==> config.mk <==
export PLATFORM = sky130hd
export DESIGN_NAME = mix_column_engine
export DESIGN_NICKNAME = d
export VERILOG_FILES = /design/src/rtl/aes_pkg.sv /design/src/rtl/mix_column_col.sv /design/src/rtl/mix_column_engine.sv
export SDC_FILE = /design/constraint.sdc
export NUM_CORES = 1
export LEC_CHECK = 0
export BUFFER_PORTS_ARGS = -buffer_cell sky130_fd_sc_hd__buf_2
export CAP_MARGIN = 30
export CELL_PAD_IN_SITES_DETAIL_PLACEMENT = 1
export CELL_PAD_IN_SITES_GLOBAL_PLACEMENT = 1
export CORE_MARGIN = 4
export CORE_UTILIZATION = 37
export CTS_CLUSTER_DIAMETER = 60
export DETAILED_ROUTE_END_ITERATION = 8
export PLACE_DENSITY_LB_ADDON = 0.1
export SLEW_MARGIN = 20
export SYNTH_ARGS = -nofsm -noshare
export SYNTH_HDL_FRONTEND = slang
export SYNTH_SLANG_ARGS = --single-unit
==> constraint.sdc <==
create_clock -name clk -period 3.1 [get_ports clk]
set_input_delay 0.465 -clock clk [delete_from_list [all_inputs] [get_ports clk]]
set_output_delay 0.465 -clock clk [all_outputs]
set_load 0.1 [all_outputs]
==> src/rtl/aes_pkg.sv <==
// Shared AES types, field constant and GF(2^8) multiply helpers.
// The helpers are built from xtime chains, so there are no lookup tables.
package aes_pkg;

  typedef logic [127:0] state_t;
  typedef logic [31:0]  col_t;
  typedef logic [7:0]   byte_t;

  // Low byte of the field polynomial x^8 + x^4 + x^3 + x + 1.
  localparam byte_t AES_POLY = 8'h1B;

  typedef enum logic [1:0] {
    ST_IDLE = 2'd0,
    ST_BUSY = 2'd1,
    ST_DONE = 2'd2
  } mc_state_e;

  function automatic byte_t xtime(input byte_t b);
    return {b[6:0], 1'b0} ^ (b[7] ? AES_POLY : 8'h00);
  endfunction

  function automatic byte_t gf_mul2(input byte_t b);
    return xtime(b);
  endfunction

  function automatic byte_t gf_mul3(input byte_t b);
    return xtime(b) ^ b;
  endfunction

  function automatic byte_t gf_mul9(input byte_t b);
    byte_t x2, x4, x8;
    x2 = xtime(b);
    x4 = xtime(x2);
    x8 = xtime(x4);
    return x8 ^ b;
  endfunction

  function automatic byte_t gf_mulB(input byte_t b);
    byte_t x2, x4, x8;
    x2 = xtime(b);
    x4 = xtime(x2);
    x8 = xtime(x4);
    return x8 ^ x2 ^ b;
  endfunction

  function automatic byte_t gf_mulD(input byte_t b);
    byte_t x2, x4, x8;
    x2 = xtime(b);
    x4 = xtime(x2);
    x8 = xtime(x4);
    return x8 ^ x4 ^ b;
  endfunction

  function automatic byte_t gf_mulE(input byte_t b);
    byte_t x2, x4, x8;
    x2 = xtime(b);
    x4 = xtime(x2);
    x8 = xtime(x4);
    return x8 ^ x4 ^ x2;
  endfunction

endpackage

==> src/rtl/mix_column_col.sv <==
// Combinational single-column MixColumns / InvMixColumns transform.
// Byte 0 of the column sits in the MSBs. When INV_EN is 0 the inverse
// datapath is not generated and mode_i has no effect.
module mix_column_col
  import aes_pkg::*;
#(
  parameter bit INV_EN = 1'b1
) (
  input  logic [31:0] col_i,
  input  logic        mode_i,
  output logic [31:0] col_o
);

  byte_t a0, a1, a2, a3;
  col_t  fwd;

  assign a0 = col_i[31:24];
  assign a1 = col_i[23:16];
  assign a2 = col_i[15:8];
  assign a3 = col_i[7:0];

  // Forward transform: rows of the circulant matrix {02,03,01,01}.
  always_comb begin
    fwd = '0;
    fwd[31:24] = gf_mul2(a0) ^ gf_mul3(a1) ^ a2 ^ a3;
    fwd[23:16] = a0 ^ gf_mul2(a1) ^ gf_mul3(a2) ^ a3;
    fwd[15:8]  = a0 ^ a1 ^ gf_mul2(a2) ^ gf_mul3(a3);
    fwd[7:0]   = gf_mul3(a0) ^ a1 ^ a2 ^ gf_mul2(a3);
  end

  if (INV_EN) begin : g_inv
    col_t inv;

    // Inverse transform: rows of the circulant matrix {0E,0B,0D,09}.
    always_comb begin
      inv = '0;
      inv[31:24] = gf_mulE(a0) ^ gf_mulB(a1) ^ gf_mulD(a2) ^ gf_mul9(a3);
      inv[23:16] = gf_mul9(a0) ^ gf_mulE(a1) ^ gf_mulB(a2) ^ gf_mulD(a3);
      inv[15:8]  = gf_mulD(a0) ^ gf_mul9(a1) ^ gf_mulE(a2) ^ gf_mulB(a3);
      inv[7:0]   = gf_mulB(a0) ^ gf_mulD(a1) ^ gf_mul9(a2) ^ gf_mulE(a3);
    end

    assign col_o = mode_i ? inv : fwd;
  end else begin : g_fwd_only
    logic unused_mode;
    assign unused_mode = mode_i;
    assign col_o = fwd;
  end

endmodule

==> src/rtl/mix_column_engine.sv <==
// Handshaked MixColumns/InvMixColumns engine for a 128-bit AES state.
// COLS_PER_CYCLE column datapaths are time-shared across the four columns,
// so a result takes 4/COLS_PER_CYCLE busy cycles. Bypass skips the
// transform for the final round. A result waiting in DONE can be
// accepted in the same cycle as the next input, so there is no bubble.
module mix_column_engine
  import aes_pkg::*;
#(
  parameter int COLS_PER_CYCLE = 1,
  parameter bit INV_EN         = 1'b1
) (
  input  logic         clk,
  input  logic         rst_n,
  input  logic         in_valid,
  output logic         in_ready,
  input  logic [127:0] in_data,
  input  logic         in_mode,
  input  logic         in_bypass,
  output logic         out_valid,
  input  logic         out_ready,
  output logic [127:0] out_data
);

  localparam int NCYC = 4 / COLS_PER_CYCLE;

  if (COLS_PER_CYCLE != 1 && COLS_PER_CYCLE != 2 && COLS_PER_CYCLE != 4) begin : g_bad_cols
    $error("mix_column_engine: COLS_PER_CYCLE must be 1, 2 or 4");
  end

  mc_state_e state_q, state_d;
  logic [1:0] cnt_q, cnt_d;
  state_t     data_q, data_d;
  logic       mode_q, mode_d;
  logic       out_valid_q, out_valid_d;

  col_t       cols [4];
  col_t       col_in  [COLS_PER_CYCLE];
  col_t       col_out [COLS_PER_CYCLE];
  logic [1:0] col_idx [COLS_PER_CYCLE];
  state_t     data_mixed;
  logic       accept;

  assign in_ready  = rst_n & ((state_q == ST_IDLE) | ((state_q == ST_DONE) & out_ready));
  assign accept    = in_valid & in_ready;
  assign out_valid = out_valid_q;
  assign out_data  = data_q;

  // Pick the columns handled this cycle, column 0 (MSBs) first.
  always_comb begin
    for (int c = 0; c < 4; c++) begin
      cols[c] = data_q[127 - 32*c -: 32];
    end
    for (int i = 0; i < COLS_PER_CYCLE; i++) begin
      col_idx[i] = 2'(int'(cnt_q) * COLS_PER_CYCLE + i);
      col_in[i]  = cols[col_idx[i]];
    end
  end

  for (genvar g = 0; g < COLS_PER_CYCLE; g++) begin : g_col
    mix_column_col #(
      .INV_EN (INV_EN)
    ) u_col (
      .col_i  (col_in[g]),
      .mode_i (mode_q),
      .col_o  (col_out[g])
    );
  end

  // Write the transformed columns back into their slots of the state.
  always_comb begin
    data_mixed = data_q;
    for (int i = 0; i < COLS_PER_CYCLE; i++) begin
      data_mixed[127 - 32*int'(col_idx[i]) -: 32] = col_out[i];
    end
  end

  // Next-state logic: load on handshake, step the column counter while busy.
  always_comb begin
    state_d = state_q;
    cnt_d   = cnt_q;
    data_d  = data_q;
    mode_d  = mode_q;
    case (state_q)
      ST_IDLE: begin
        if (accept) begin
          data_d  = in_data;
          mode_d  = INV_EN ? in_mode : 1'b0;
          cnt_d   = 2'd0;
          state_d = in_bypass ? ST_DONE : ST_BUSY;
        end
      end
      ST_BUSY: begin
        data_d = data_mixed;
        if (cnt_q == 2'(NCYC - 1)) begin
          cnt_d   = 2'd0;
          state_d = ST_DONE;
        end else begin
          cnt_d = cnt_q + 2'd1;
        end
      end
      ST_DONE: begin
        if (accept) begin
          data_d  = in_data;
          mode_d  = INV_EN ? in_mode : 1'b0;
          cnt_d   = 2'd0;
          state_d = in_bypass ? ST_DONE : ST_BUSY;
        end else if (out_ready) begin
          state_d = ST_IDLE;
        end
      end
      default: state_d = ST_IDLE;
    endcase
    out_valid_d = (state_d == ST_DONE);
  end

  // State, counter, data and valid registers with asynchronous clear.
  always_ff @(posedge clk or negedge rst_n) begin
    if (!rst_n) begin
      state_q     <= ST_IDLE;
      cnt_q       <= 2'd0;
      data_q      <= '0;
      mode_q      <= 1'b0;
      out_valid_q <= 1'b0;
    end else begin
      state_q     <= state_d;
      cnt_q       <= cnt_d;
      data_q      <= data_d;
      mode_q      <= mode_d;
      out_valid_q <= out_valid_d;
    end
  end

endmodule

==> results of run 1 <==
[sequential cells by signal (all words and copies together), names as in the netlist]
| register | count |
|---|---|
| cnt_q | 2 |
| mode_q | 1 |
| out_data | 128 |
| out_valid | 1 |
| state_q | 2 |
[Yosys cell counts, types with 2 or more instances]
library cell,instances
a21oi_1,64
a221oi_1,63
a221oi_2,4
a22oi_1,13
and2_1,2
and3_1,44
buf_12,2
buf_2,7
buf_4,4
buf_6,2
clkbuf_1,50
dfrtp_1,134
ha_1,4
inv_1,8
mux2_2,2
mux2i_1,3
mux4_1,2
mux4_2,30
nand2_1,32
nand2b_1,4
nor2_1,144
nor4_1,3
o21a_1,2
o21ai_0,5
o21ai_1,56
o22ai_1,2
xnor2_1,99
xnor2_2,19
xnor2_4,6
xnor3_1,23
xor2_1,33
xor2_2,4
xor3_1,3
[cells by family (layout without fill, tap and decap cells)]
group | Yosys count | after routing | share of synthesized area [%]
AND/OR/NAND/NOR | 235 | 235 | 11.1
AO/OA/AOI/OAI | 213 | 213 | 15.1
XOR/XNOR | 187 | 187 | 24.6
flip-flops | 134 | 134 | 36.1
buffers and inverters | 75 | 477 | 3.92
multiplexers | 38 | 38 | 8.64
adder cells (fa/ha/maj) | 4 | 4 | 0.538
other | 0 | 2 | 0
[worst min path at each step]
stage            startpoint           end  slack, ps  depth (start not counted)
2_1_floorplan         rst_n      cnt_q[0]        170                          0
3_3_place_gp   out_data[42]  out_data[42]        490                          2
3_5_place_dp   out_data[42]  out_data[42]        510                          2
4_1_cts               rst_n  out_data[44]        190                          2
5_1_grt               rst_n  out_data[12]        200                          2
6_report              rst_n  out_data[12]        140                          2
[through the flow]
stage          worst slack, ps  instance area, sq um  hold WS [ps]  std cells  setup TNS [ps]
6_report                  -249                 14000           140       1614          -13820
5_1_grt                   -351                 14000           203       1613          -24450
2_1_floorplan            -8.14                  9440           169        886           -8.14
4_1_cts                   -105                 13100           194       1589           -2160
3_5_place_dp              -218                 12000           505       1534           -7810
3_3_place_gp              -109                 12000           494       1534           -3240
[area by class of cell]
class                   instances  area (sq um)  area share (%)
multi-input cells             677          6680            47.7
well taps                     324           405            2.90
inverters                       8          32.5           0.232
diodes                          2          5.00          0.0358
clock inverters                14           155            1.11
repair buffers                437          2830            20.2
flip-flops and latches        134          3450            24.6
clock buffers                  18           439            3.14
[layer usage]
layer,vias up,share of wire [%]
met5,-,0.098
met3,87,6.7
met1,4831,40
li1,3961,-
met4,6,3.2
met2,444,50
[timing repair]
item,in CTS,in global routing
endpoints found under the setup margin,116,124
hold endpoints to repair,0,0
pin swaps,23,57
gates cloned,0,0
setup buffers,23,27
gates resized for setup,59,108
[placed cells by master (no fill, tap or decap), drive strengths merged, types with 3 or more instances in the layout]
cell type,instances
buf,437
nor2,144
dfrtp,134
xnor2,124
a221oi,67
a21oi,64
o21ai,61
and3,44
xor2,37
nand2,33
mux4,32
xnor3,23
clkbuf,18
inv,17
a22oi,13
ha,4
nand2b,4
mux2i,4
nor4,3
clkinv,3
xor3,3
==> results by group, run 1 <==
Finish
  • Area Growth Syn to Fin: 50.6%
  • Filler Cell Count: 2,687
  • Fin util: 57.0%
  • Layout cells sized above 1: 56.9%
  • Final #Nets: 1,413

Synth
  • Post-Syn Area: 9300 sq um
  • Syn avg cell area: 10.5 sq um
  • EDFF count, synth: 0
  • Mapped Cells: 886
  • Syn nets: 1,024
  • Yosys warnings: 0
  • Cell taking the most area after synthesis: dfrtp_1
  • FFs w/ async S/R, synth: 100%
  • Synth top area share: 36.1%
  • Post-synthesis sequential area ratio: 36.1%
  • Synthesized flop and latch total: 134
  • Top_reg_cell synth: dfrtp_1
  • Largest cells by area after synthesis: dfrtp_1 (36%), xnor2_1 (9.3%), mux4_2 (7.3%), a221oi_1 (5.9%), nor2_1 (5.8%)
  • Yosys cell types: 46

Drt
  • Wire length per cell: 28.3 um
  • Vias per Instance: 5.78
  • ANT nets after route: 0
  • Initial DRC Count: 867
  • Routed wire length: 45,800 um
  • Via Count: 9,329
  • Drt drc: 0
  • Pre-Repair DR Iteration Count: 5

GRT
  • Global-route wire length before repair: 63,400 um
  • GRT overflow: 0
  • Total global-route track usage: 30.0%
  • Initial antenna violation count: 5
  • Largest net degree at the start of global routing: 135
  • Busiest grt layer: met2
  • Met1 usage: 39.4%
  • GRT met2 Usage: 50.2%
  • GR Util met3: 7.25%
  • Number of global-route vias before repair: 9,880

Placed design
  • DP HPWL: 29,900 um
  • Port Buffers: 263
  • GP Congestion: 0.872

Floorplanning
  • FP Rows: 57
  • Initial Utilization: 37.9%
  • Area of the core: 24,500 sq um
  • DIE HEIGHT: 167 um
  • Width of the chip: 167 um
  • Die area: 27,700 sq um
  • Boundary pin count: 264

Worst setup path
  • Crit path launch: cnt_q[0]
  • WP data required: 3400 ps
  • Crit end category: flop
  • Crit path to: out_data[27]
  • R2r worst-path depth: 12
  • Crit path buffers/inverters: 4
  • Reg2reg end: out_data[27]
  • CP arrival: 3650 ps
  • Critical path fanouts, max: 7
  • Crit Path Class: reg -> reg
  • Slowest-stage cell, CP: mux4_2
  • Cells along the critical path: buf_12 > buf_6 > mux4_2 > buf_6 > xor3_2 > xnor3_2 > xnor2_4 > xnor2_1 > nand2_1 > xnor2_2 > buf_6 > o21ai_1
  • Worst path max stage delay: 610 ps
  • CP Launch Type: flop
  • RR Startpoint: cnt_q[0]
  • Crit. path cell count: 12
  • Flop2flop setup slack: -250 ps
  • Most frequent CP cell: buf_6
  • CP top delay family: XOR/XNOR gates

CTS
  • Worst skew pair latency: 440 ps
  • Post-CTS Hold Fix Bufs: 0
  • Clk buf depth: 2
  • Clk root buf: clkbuf_16
  • Htree depth: 4
  • Clk sink count: 134
  • CTS clock-pin slew for the worst setup and hold paths: 70 ps
  • TritonCTS clock tree: built
  • Inserted Clock Buffers: 17

STA
  • Slew Limit Headroom: 47.8%
  • Worst setup margin: -249 ps
  • RSZ-0062 raised after global routing: true
  • Highest Clock Rate: 0.299 GHz
  • # setup viols final: 105
  • Measured slew at the worst slew-check pin: 783 ps
  • Final Critical Period: 3350 ps
  • Final hold vios: 0
  • Max Slew Vio Count: 0
  • Final Skew: 13.7 ps
  • Final cycle utilization of the critical path: 108%

Status
  • Failing checks: setup timing
  • Run status: finished with violations

Job
  • Maxcap violations: 0

Hold path
  • Hold Path Class: in -> async
Power of run 1 is left out: the tool's default activity adds up to more than one toggle a clock period on the data nets, which glitch-free logic cannot reach.
==> run 2, diff against run 1 <==
--- a/config.mk
+++ b/config.mk
@@ -9,6 +9,7 @@
 export CAP_MARGIN = 30
 export CELL_PAD_IN_SITES_DETAIL_PLACEMENT = 1
 export CELL_PAD_IN_SITES_GLOBAL_PLACEMENT = 1
+export CORE_ASPECT_RATIO = 0.8
 export CORE_MARGIN = 4
 export CORE_UTILIZATION = 37
 export CTS_CLUSTER_DIAMETER = 60
==> constraint.sdc (replaced) <==
create_clock -name clk -period 2.9 [get_ports clk]
set_input_delay 0.435 -clock clk [delete_from_list [all_inputs] [get_ports clk]]
set_output_delay 0.435 -clock clk [all_outputs]
set_load 0.1 [all_outputs]
==> results by group, run 2 (same netlist as run 1, synthesis figures left out) <==
Drt
  • Vias per Instance: 5.80
  • ANT nets after route: 0
  • Pre-Repair DR Iteration Count: 7
  • Initial DRC Count: 839
  • Drt drc: 0
  • Routed wire length: 46,900 um
  • Wire length per cell: 28.3 um
  • Via Count: 9,625

Worst setup path
  • Reg2reg end: out_data[3]
  • Critical path fanouts, max: 8
  • Crit Path Class: reg -> reg
  • WP data required: 3220 ps
  • Flop2flop setup slack: -500 ps
  • CP arrival: 3720 ps
  • R2r worst-path depth: 12
  • CP Launch Type: flop
  • RR Startpoint: cnt_q[0]
  • Crit end category: flop

STA
  • Worst setup margin: -501 ps
  • Hold slack final: 116 ps
  • Highest Clock Rate: 0.294 GHz
  • Measured slew at the worst slew-check pin: 774 ps
  • Final hold vios: 0
  • RSZ-0062 raised after global routing: true
  • Final cycle utilization of the critical path: 117%
  • Final Skew: 17.5 ps
  • # setup viols final: 128
  • Slew Limit Headroom: 48.4%
  • Max Slew Vio Count: 0
  • Final Critical Period: 3400 ps

GRT
  • Number of global-route vias before repair: 10,225
  • Initial antenna violation count: 2
  • GRT overflow: 0
  • Total global-route track usage: 32.0%
  • Largest net degree at the start of global routing: 137
  • Global-route wire length before repair: 65,300 um

Status
  • Run status: finished with violations
  • Failing checks: setup timing

Placed design
  • DP HPWL: 31,800 um
  • Placed Cells: 1,580
  • GP Congestion: 0.903
  • Port Buffers: 263

Floorplanning
  • Width of the chip: 185 um
  • Boundary pin count: 264
  • DIE HEIGHT: 150 um
  • FP Rows: 51
  • Initial Utilization: 37.9%
  • Area of the core: 24,500 sq um
  • Die area: 27,700 sq um

CTS
  • TritonCTS clock tree: built
  • CTS clock-pin slew for the worst setup and hold paths: 60 ps
  • Clk sink count: 134
  • Post-CTS Hold Fix Bufs: 0
  • Worst skew pair latency: 450 ps
  • Clk root buf: clkbuf_16
  • Inserted Clock Buffers: 17
  • Htree depth: 4
  • Clk buf depth: 2

Finish
  • Final #Nets: 1,465
  • Fin util: 58.9%
  • Non-Filler Instances: 1,659
  • Most common cell after layout, fill and taps aside: buf_2
  • Max reg flops: 128
  • Area Growth Syn to Fin: 55.3%
  • Most frequent cells in the layout: buf_2 (262), buf_4 (192), nor2_1 (143), dfrtp_1 (66), dfrtp_2 (60)
  • Layout cells sized above 1: 58.4%

Hold path
  • Hold Path Class: in -> async

Job
  • Maxcap violations: 0
## run 2: cell count changes in the layout (fill, tap and decap cells not counted), sizes merged
cell | before | now
bufinv | 1 | 0
clkbuf | 18 | 21
diode | 2 | 1
inv | 17 | 14
buf | 437 | 489
clkinv | 3 | 4
## run 2: worst max-delay path: stages (launching register included)
cell      delay [ps]
dfrtp_2          400
buf_6            120
buf_12           140
mux4_2           650
xnor2_4          280
buf_4            190
xnor3_2          310
buf_6            160
xnor3_1          210
mux2i_4          280
xor2_4           150
a221oi_1         300
nor2_1            80
## run 2: stage by stage
| step | TNS, ps | cell area, sq um | setup slack (ps) |
|---|---|---|---|
| after floorplan | -7090 | 9660 | -210 |
| after global placement | -31620 | 12600 | -396 |
| after detailed placement | -38620 | 12600 | -439 |
| after CTS | -23940 | 14000 | -334 |
| after global routing | -50980 | 14400 | -584 |
| final | -38520 | 14400 | -501 |
## run 2: worst max-delay path by stage
stage / depth (start not counted) / startpoint / slack [ps] / end
after global placement: 11 / cnt_q[0] / -400 / out_data[121]
after global routing: 12 / cnt_q[0] / -580 / out_data[19]
after detailed placement: 9 / cnt_q[0] / -440 / out_data[91]
final: 12 / cnt_q[0] / -500 / out_data[3]
after CTS: 10 / cnt_q[0] / -330 / out_data[67]
after floorplan: 10 / cnt_q[0] / -210 / out_data[99]
## run 2: cell type report
class / instances / area (sq um)
Tap cell: 318 / 398
Multi-Input combinational cell: 677 / 6700
Clock inverter: 11 / 87.6
Clock buffer: 21 / 470
Timing Repair Buffer: 489 / 3280
Sequential cell: 134 / 3460
Antenna cell: 1 / 2.50
Fill cell: 2686 / 10100
Inverter: 8 / 32.5
## run 2: what timing repair did
action                     4_1_cts  5_1_grt
setup buffers                   32       16
pin swaps                       44       28
gates resized for setup         97       52
setup endpoints to repair      128      128
## run 2: per-layer routing
metal	GRT usage [%]	vias to the layer above	share of wire, %
met4	9.39	2	2.5
met2	49.7	474	48
met5	0	-	0.043
met1	45.4	5012	43
met3	6.80	77	6.9
li1	-	4060	-
Power of run 2 is left out for the same reason.
